[src/rtl/intdiv_sd2conv_if.sv]
// Digit-in / result-out handshake bundle for the SD2 to two's-complement converter.
interface intdiv_sd2conv_if #(
  parameter int unsigned N = 8
) ();
  logic         start;
  logic         dig_valid;
  logic [1:0]   dig;
  logic         dig_ready;
  logic [N:0]   q;
  logic         q_valid;
  logic         q_ready;
  logic         busy;
  logic         q_zero;

  modport slave (
    input  start, dig_valid, dig, q_ready,
    output dig_ready, q, q_valid, busy, q_zero
  );

  modport master (
    output start, dig_valid, dig, q_ready,
    input  dig_ready, q, q_valid, busy, q_zero
  );
endinterface

[src/rtl/intdiv_sd2conv.sv]
// On-the-fly conversion of N signed-binary (SD2) quotient digits, MSB first,
// into an (N+1)-bit two's-complement result using the Q / Q-1 register pair.
module intdiv_sd2conv #(
  parameter int unsigned N = 8
) (
  input  logic               clk,
  input  logic               rst_n,
  intdiv_sd2conv_if.slave    bus
);

  localparam int unsigned W  = N + 1;
  localparam int unsigned CW = (N > 1) ? $clog2(N) : 1;

  typedef enum logic [1:0] {IDLE, CONV, DONE} state_t;

  state_t        state;
  logic [CW-1:0] cnt;
  logic [W-1:0]  q_reg;
  logic [W-1:0]  qm_reg;
  logic [W-1:0]  q_nxt;
  logic [W-1:0]  qm_nxt;

  // Next Q / QM for the presented digit; the MSB falls off the top.
  always_comb begin
    q_nxt  = {q_reg[W-2:0], 1'b0};
    qm_nxt = {qm_reg[W-2:0], 1'b1};
    unique case (bus.dig)
      2'b10: begin
        q_nxt  = {q_reg[W-2:0], 1'b1};
        qm_nxt = {q_reg[W-2:0], 1'b0};
      end
      2'b01: begin
        q_nxt  = {qm_reg[W-2:0], 1'b1};
        qm_nxt = {qm_reg[W-2:0], 1'b0};
      end
      default: ;
    endcase
  end

  // Control FSM; every output is registered alongside the state.
  always_ff @(posedge clk or negedge rst_n) begin
    if (!rst_n) begin
      state         <= IDLE;
      cnt           <= '0;
      q_reg         <= '0;
      qm_reg        <= '1;
      bus.q         <= '0;
      bus.q_valid   <= 1'b0;
      bus.dig_ready <= 1'b0;
      bus.busy      <= 1'b0;
      bus.q_zero    <= 1'b0;
    end else begin
      unique case (state)
        IDLE: begin
          if (bus.start) begin
            state         <= CONV;
            cnt           <= '0;
            q_reg         <= '0;
            qm_reg        <= '1;
            bus.dig_ready <= 1'b1;
            bus.busy      <= 1'b1;
          end
        end
        CONV: begin
          if (bus.start) begin
            // Restart wins over any digit presented in the same cycle.
            cnt    <= '0;
            q_reg  <= '0;
            qm_reg <= '1;
          end else if (bus.dig_valid) begin
            q_reg  <= q_nxt;
            qm_reg <= qm_nxt;
            if (cnt == CW'(N - 1)) begin
              state         <= DONE;
              bus.q         <= q_nxt;
              bus.q_zero    <= (q_nxt == '0);
              bus.q_valid   <= 1'b1;
              bus.dig_ready <= 1'b0;
            end else begin
              cnt <= cnt + CW'(1);
            end
          end
        end
        DONE: begin
          if (bus.q_ready) begin
            bus.q_valid <= 1'b0;
            bus.q_zero  <= 1'b0;
            if (bus.start) begin
              state         <= CONV;
              cnt           <= '0;
              q_reg         <= '0;
              qm_reg        <= '1;
              bus.dig_ready <= 1'b1;
            end else begin
              state    <= IDLE;
              bus.busy <= 1'b0;
            end
          end
        end
        default: begin
          state         <= IDLE;
          bus.dig_ready <= 1'b0;
          bus.busy      <= 1'b0;
          bus.q_valid   <= 1'b0;
        end
      endcase
    end
  end

endmodule

[src/flat_wrapper.sv]
// flat-port wrapper written by rule: the top's interface ports become plain ports
module intdiv_sd2conv_flat 
#(
  parameter int unsigned N = 8
)
  (clk, rst_n, bus_start, bus_dig_valid, bus_dig, bus_q_ready, bus_dig_ready, bus_q, bus_q_valid, bus_busy, bus_q_zero);
  intdiv_sd2conv_if #(.N(N)) bus_i ();
  input  logic clk;
  input  logic rst_n;
  input wire logic [$bits(bus_i.start)-1:0] bus_start;
  input wire logic [$bits(bus_i.dig_valid)-1:0] bus_dig_valid;
  input wire logic [$bits(bus_i.dig)-1:0] bus_dig;
  input wire logic [$bits(bus_i.q_ready)-1:0] bus_q_ready;
  output wire logic [$bits(bus_i.dig_ready)-1:0] bus_dig_ready;
  output wire logic [$bits(bus_i.q)-1:0] bus_q;
  output wire logic [$bits(bus_i.q_valid)-1:0] bus_q_valid;
  output wire logic [$bits(bus_i.busy)-1:0] bus_busy;
  output wire logic [$bits(bus_i.q_zero)-1:0] bus_q_zero;
  assign bus_i.start = bus_start;
  assign bus_i.dig_valid = bus_dig_valid;
  assign bus_i.dig = bus_dig;
  assign bus_i.q_ready = bus_q_ready;
  assign bus_dig_ready = bus_i.dig_ready;
  assign bus_q = bus_i.q;
  assign bus_q_valid = bus_i.q_valid;
  assign bus_busy = bus_i.busy;
  assign bus_q_zero = bus_i.q_zero;
  intdiv_sd2conv #(.N(N)) u_core (.clk(clk), .rst_n(rst_n), .bus(bus_i));
endmodule
[config.mk]
export PLATFORM = sky130hd
export DESIGN_NAME = intdiv_sd2conv_flat
export DESIGN_NICKNAME = d
export VERILOG_FILES = /design/src/rtl/intdiv_sd2conv_if.sv /design/src/rtl/intdiv_sd2conv.sv /design/src/flat_wrapper.sv
export SDC_FILE = /design/constraint.sdc
export NUM_CORES = 1
export LEC_CHECK = 0
export CAP_MARGIN = 30
export CORE_MARGIN = 3
export CORE_UTILIZATION = 49
export CTS_CLUSTER_DIAMETER = 150
export DETAILED_ROUTE_END_ITERATION = 10
export GPL_TIMING_DRIVEN = 0
export PLACE_DENSITY = 0.7
export REMOVE_ABC_BUFFERS = 1
export SETUP_SLACK_MARGIN = 0.4
export SYNTH_ARGS = -nofsm -noshare
export SYNTH_HDL_FRONTEND = slang
export SYNTH_SLANG_ARGS = --single-unit
[constraint.sdc]
create_clock -name clk -period 4.2 [get_ports clk]
set_input_delay 0.42 -clock clk [delete_from_list [all_inputs] [get_ports clk]]
set_output_delay 0.42 -clock clk [all_outputs]
set_load 0.1 [all_outputs]
==> out/qor.txt <==
HOLD PATH
--------------------------------------------------------------------------------------
Worst min-delay path class                                                primary input to asynchronous set/reset pin

FINAL LAYOUT
--------------------------------------------------------------------------------------
Share of cells above drive strength 1                                            0.166
Filler Cell Count                                                                  287
Final core utilization                                                           0.604
Area taken by flip-flops and latches                                         861 sq um
Nets                                                                               185
Multi-input combinational cell area                                          726 sq um
Area growth from synthesis to layout                                             14.3%
Flip-flop count of the largest register, all copies and words added                  9
Antenna fix cells                                                                    0

GRT
--------------------------------------------------------------------------------------
Maximum number of pins on one net before global-route repair                        35
All-layer global routing usage                                                   0.182
Number of global-route vias before repair                                         1241
Global-route wire length before repair                                    5830 microns
Congestion Overflow GR                                                               0
Number of antenna violations at the first check in global routing                    0

STA
--------------------------------------------------------------------------------------
Unrepaired setup endpoints after global routing                                  false
Final-report max-slew violation count                                                0
Shortest clock period the worst path allows after layout                       2.34 ns
Maximum clock skew at final layout                                          0.00647 ns
Post-route worst hold slack                                                   0.128 ns
Actual slew at the worst max-slew pin                                          1.00 ns
Least setup slack across all paths after layout                                1.86 ns
Count of final hold-check violations                                                 0
Headroom to the max-slew limit                                                   0.330
Part of the cycle the worst path needs                                           0.557
Final setup violation count                                                          0
Setup TNS                                                                         0 ns
Max Freq                                                                       428 MHz

FLOORPLAN
--------------------------------------------------------------------------------------
Die extent in x                                                           64.3 microns
Top-level I/O count                                                                 20
Initial Utilization                                                              0.529
Die area                                                                  0.00414 sq mm
Floorplan Core Area                                                       0.00315 sq mm
Number of cell rows                                                                 20
Chip Height                                                               64.3 microns

CLOCK TREE
--------------------------------------------------------------------------------------
Worst-Skew Late Latency                                                        0.33 ns
Number of buffers inserted to repair setup after CTS                                 0
Clock tree from TritonCTS                                                        built
Number of sinks on the clock net                                                    34
Resized cells post-CTS                                                               0
Max Root-Sink Buffers                                                                2
Cts bufs inserted                                                                    5
H-Tree Depth                                                                         2
CTS clk-pin slew, worst paths                                                  0.10 ns
Root buffer cell                                                              clkbuf_4
Number of buffers added to fix hold violations after cts                             0

ROUTING
--------------------------------------------------------------------------------------
Post-DRT Antenna Nets                                                                0
Vias/cell                                                                         5.68
Total wire length                                                         3270 microns
Drt wl/cell                                                               14.9 microns
Total length of routed met2 wires                                         1620 microns
DR pass1 iterations                                                                  4
Met3 Wirelength                                                            165 microns
Met1 Wirelength                                                           1460 microns
Top metal layer carrying routed signals                                           met4
Vias                                                                              1243
Residual DRC count                                                                   0
Number of DRC markers after the initial detailed-route iteration                    65

POWER
--------------------------------------------------------------------------------------
Proportion of power drawn by combinational gates                                 0.309
Peak supply drop                                                              0.229 mV
Sw frac                                                                          0.383
Clock share of power                                                             0.219
Share of total power in sequential cells                                         0.471
Cell leakage power                                                         0.000822 uW
Internal Dissipation                                                            521 uW
Ratio of total power to cell area                                          443 mW/mm^2
Switch Pwr                                                                      323 uW

SYNTH
--------------------------------------------------------------------------------------
Number of storage elements in the synthesis netlist                                 34
Average size of a mapped cell                                               10.6 sq um
Top cell type's share of synthesized area                                        0.390
Library cell with the largest summed area after synthesis                      dfrtp_1
Top cells by instance count after synthesis                               dfrtp_1, a21oi_1, nor2_1, nand2_1
YS warnings                                                                          0
Mapped cell area                                                          0.00167 sq mm
Share of synthesized flip-flops with an asynchronous set or reset                 1.00
Area contributors post-synth                                              dfrtp_1, dfstp_2, a21oi_1
EDFF count, synth                                                                    0
Post-synthesis sequential area ratio                                             0.516
Number of distinct standard cells referenced by the synthesized netlist             41
Post-Synthesis Cells                                                               157
Most frequent cell after synthesis                                             dfrtp_1
Dominant register cell in the synthesized netlist                              dfrtp_1

SETUP PATH
--------------------------------------------------------------------------------------
Register-to-Register Path Depth                                                      6
Type of the setup path with the least slack                               register to output pin
Number of cells on the critical path                                                 1
Max stage delay on crit path                                                   1.17 ns
Maximum fanout along the worst path                                                  3
Kind of capture point of the worst setup path                               output pin
Category of the worst setup path launch point                                 register
Critical path, cell by cell                                               clkdlybuf4s50_1
WP data arrival                                                                1.92 ns
Buffer and inverter count on the worst path                                          1
Slowest stage cell, crit path                                             clkdlybuf4s50_1
Cell family with the largest share of critical-path delay                 buffers and inverters
Critical path data required time                                               3.78 ns

RUN STATUS
--------------------------------------------------------------------------------------
Result of the run                                                         complete, no violations

PLACED DESIGN
--------------------------------------------------------------------------------------
IO buf count                                                                        19
DPL Wire Length                                                           2320 microns
Setup slack at placement                                                       1.75 ns
GP Congestion                                                                    0.760

JOB
--------------------------------------------------------------------------------------
Number of maximum-capacitance violations                                             0

==> through the flow <==
| stage | power (uW) | cell area [sq um] | std cells |
|---|---|---|---|
| after CTS | 851 | 1910 | 219 |
| after floorplan | 593 | 1610 | 148 |
| final | 844 | 1910 | 219 |
| after detailed placement | 666 | 1850 | 211 |
| after global placement | 660 | 1850 | 211 |
| after global routing | 891 | 1910 | 219 |
==> placed cells by master, fill, tap and decap left out, drive strengths merged, types with 2 or more instances in the layout <==
cell            n
and2b           2
a22o            2
o21ai           5
nand2          11
dfstp           8
nor3            2
or2             3
a21o            2
a21oi          21
nand2b          2
ha              4
clkdlybuf4s50  18
clkbuf          7
a22oi           8
inv             5
nor2           19
a221oi          7
dfrtp          26
nor2b           2
o31ai           8
==> path summary, 6_finish.rpt <==
check / start / end / slack, ns
worst max-delay path: u_core.bus.busy / bus_busy / 1.86
worst min-delay path: rst_n / u_core.bus.q_valid / 0.13
worst max register to register: u_core.cnt[0] / u_core.bus.q_zero / 2.29
worst min register to register: u_core.cnt[2] / u_core.cnt[2] / 0.51
max in group asynchronous: rst_n / u_core.q_reg[4] / 3.61
min in group clk: u_core.cnt[2] / u_core.cnt[2] / 0.51
==> layer usage <==
layer	track usage	vias to the layer above
li1	-	607
met1	0.238	600
met2	0.290	31
met3	0.0580	5
met4	0.0475	0
met5	0	-
==> power groups by stage <==
stage	logic, uW	clock network (uW)	registers, uW
floorplan	70.0	0	523
global placement	259	0	401
detailed placement	263	0	404
CTS	263	189	398
global route	276	212	403
finish	261	185	398
==> area by class of cell <==
class	count	share of cell area
flip-flops and latches	34	0.452
multi-input cells	109	0.381
repair buffers	19	0.0972
clock buffers	7	0.0289
well taps	44	0.0289
inverters	5	0.00985
clock inverters	1	0.00263
==> logic make-up after synthesis <==
family | synth area share
adder cells (fa/ha/maj) | 0.0300
flip-flops | 0.516
multiplexers | 0.0128
AND/OR/NAND/NOR | 0.134
AO/OA/AOI/OAI | 0.258
buffers and inverters | 0.0488
Note: power is estimated with default switching activity, not from simulation.
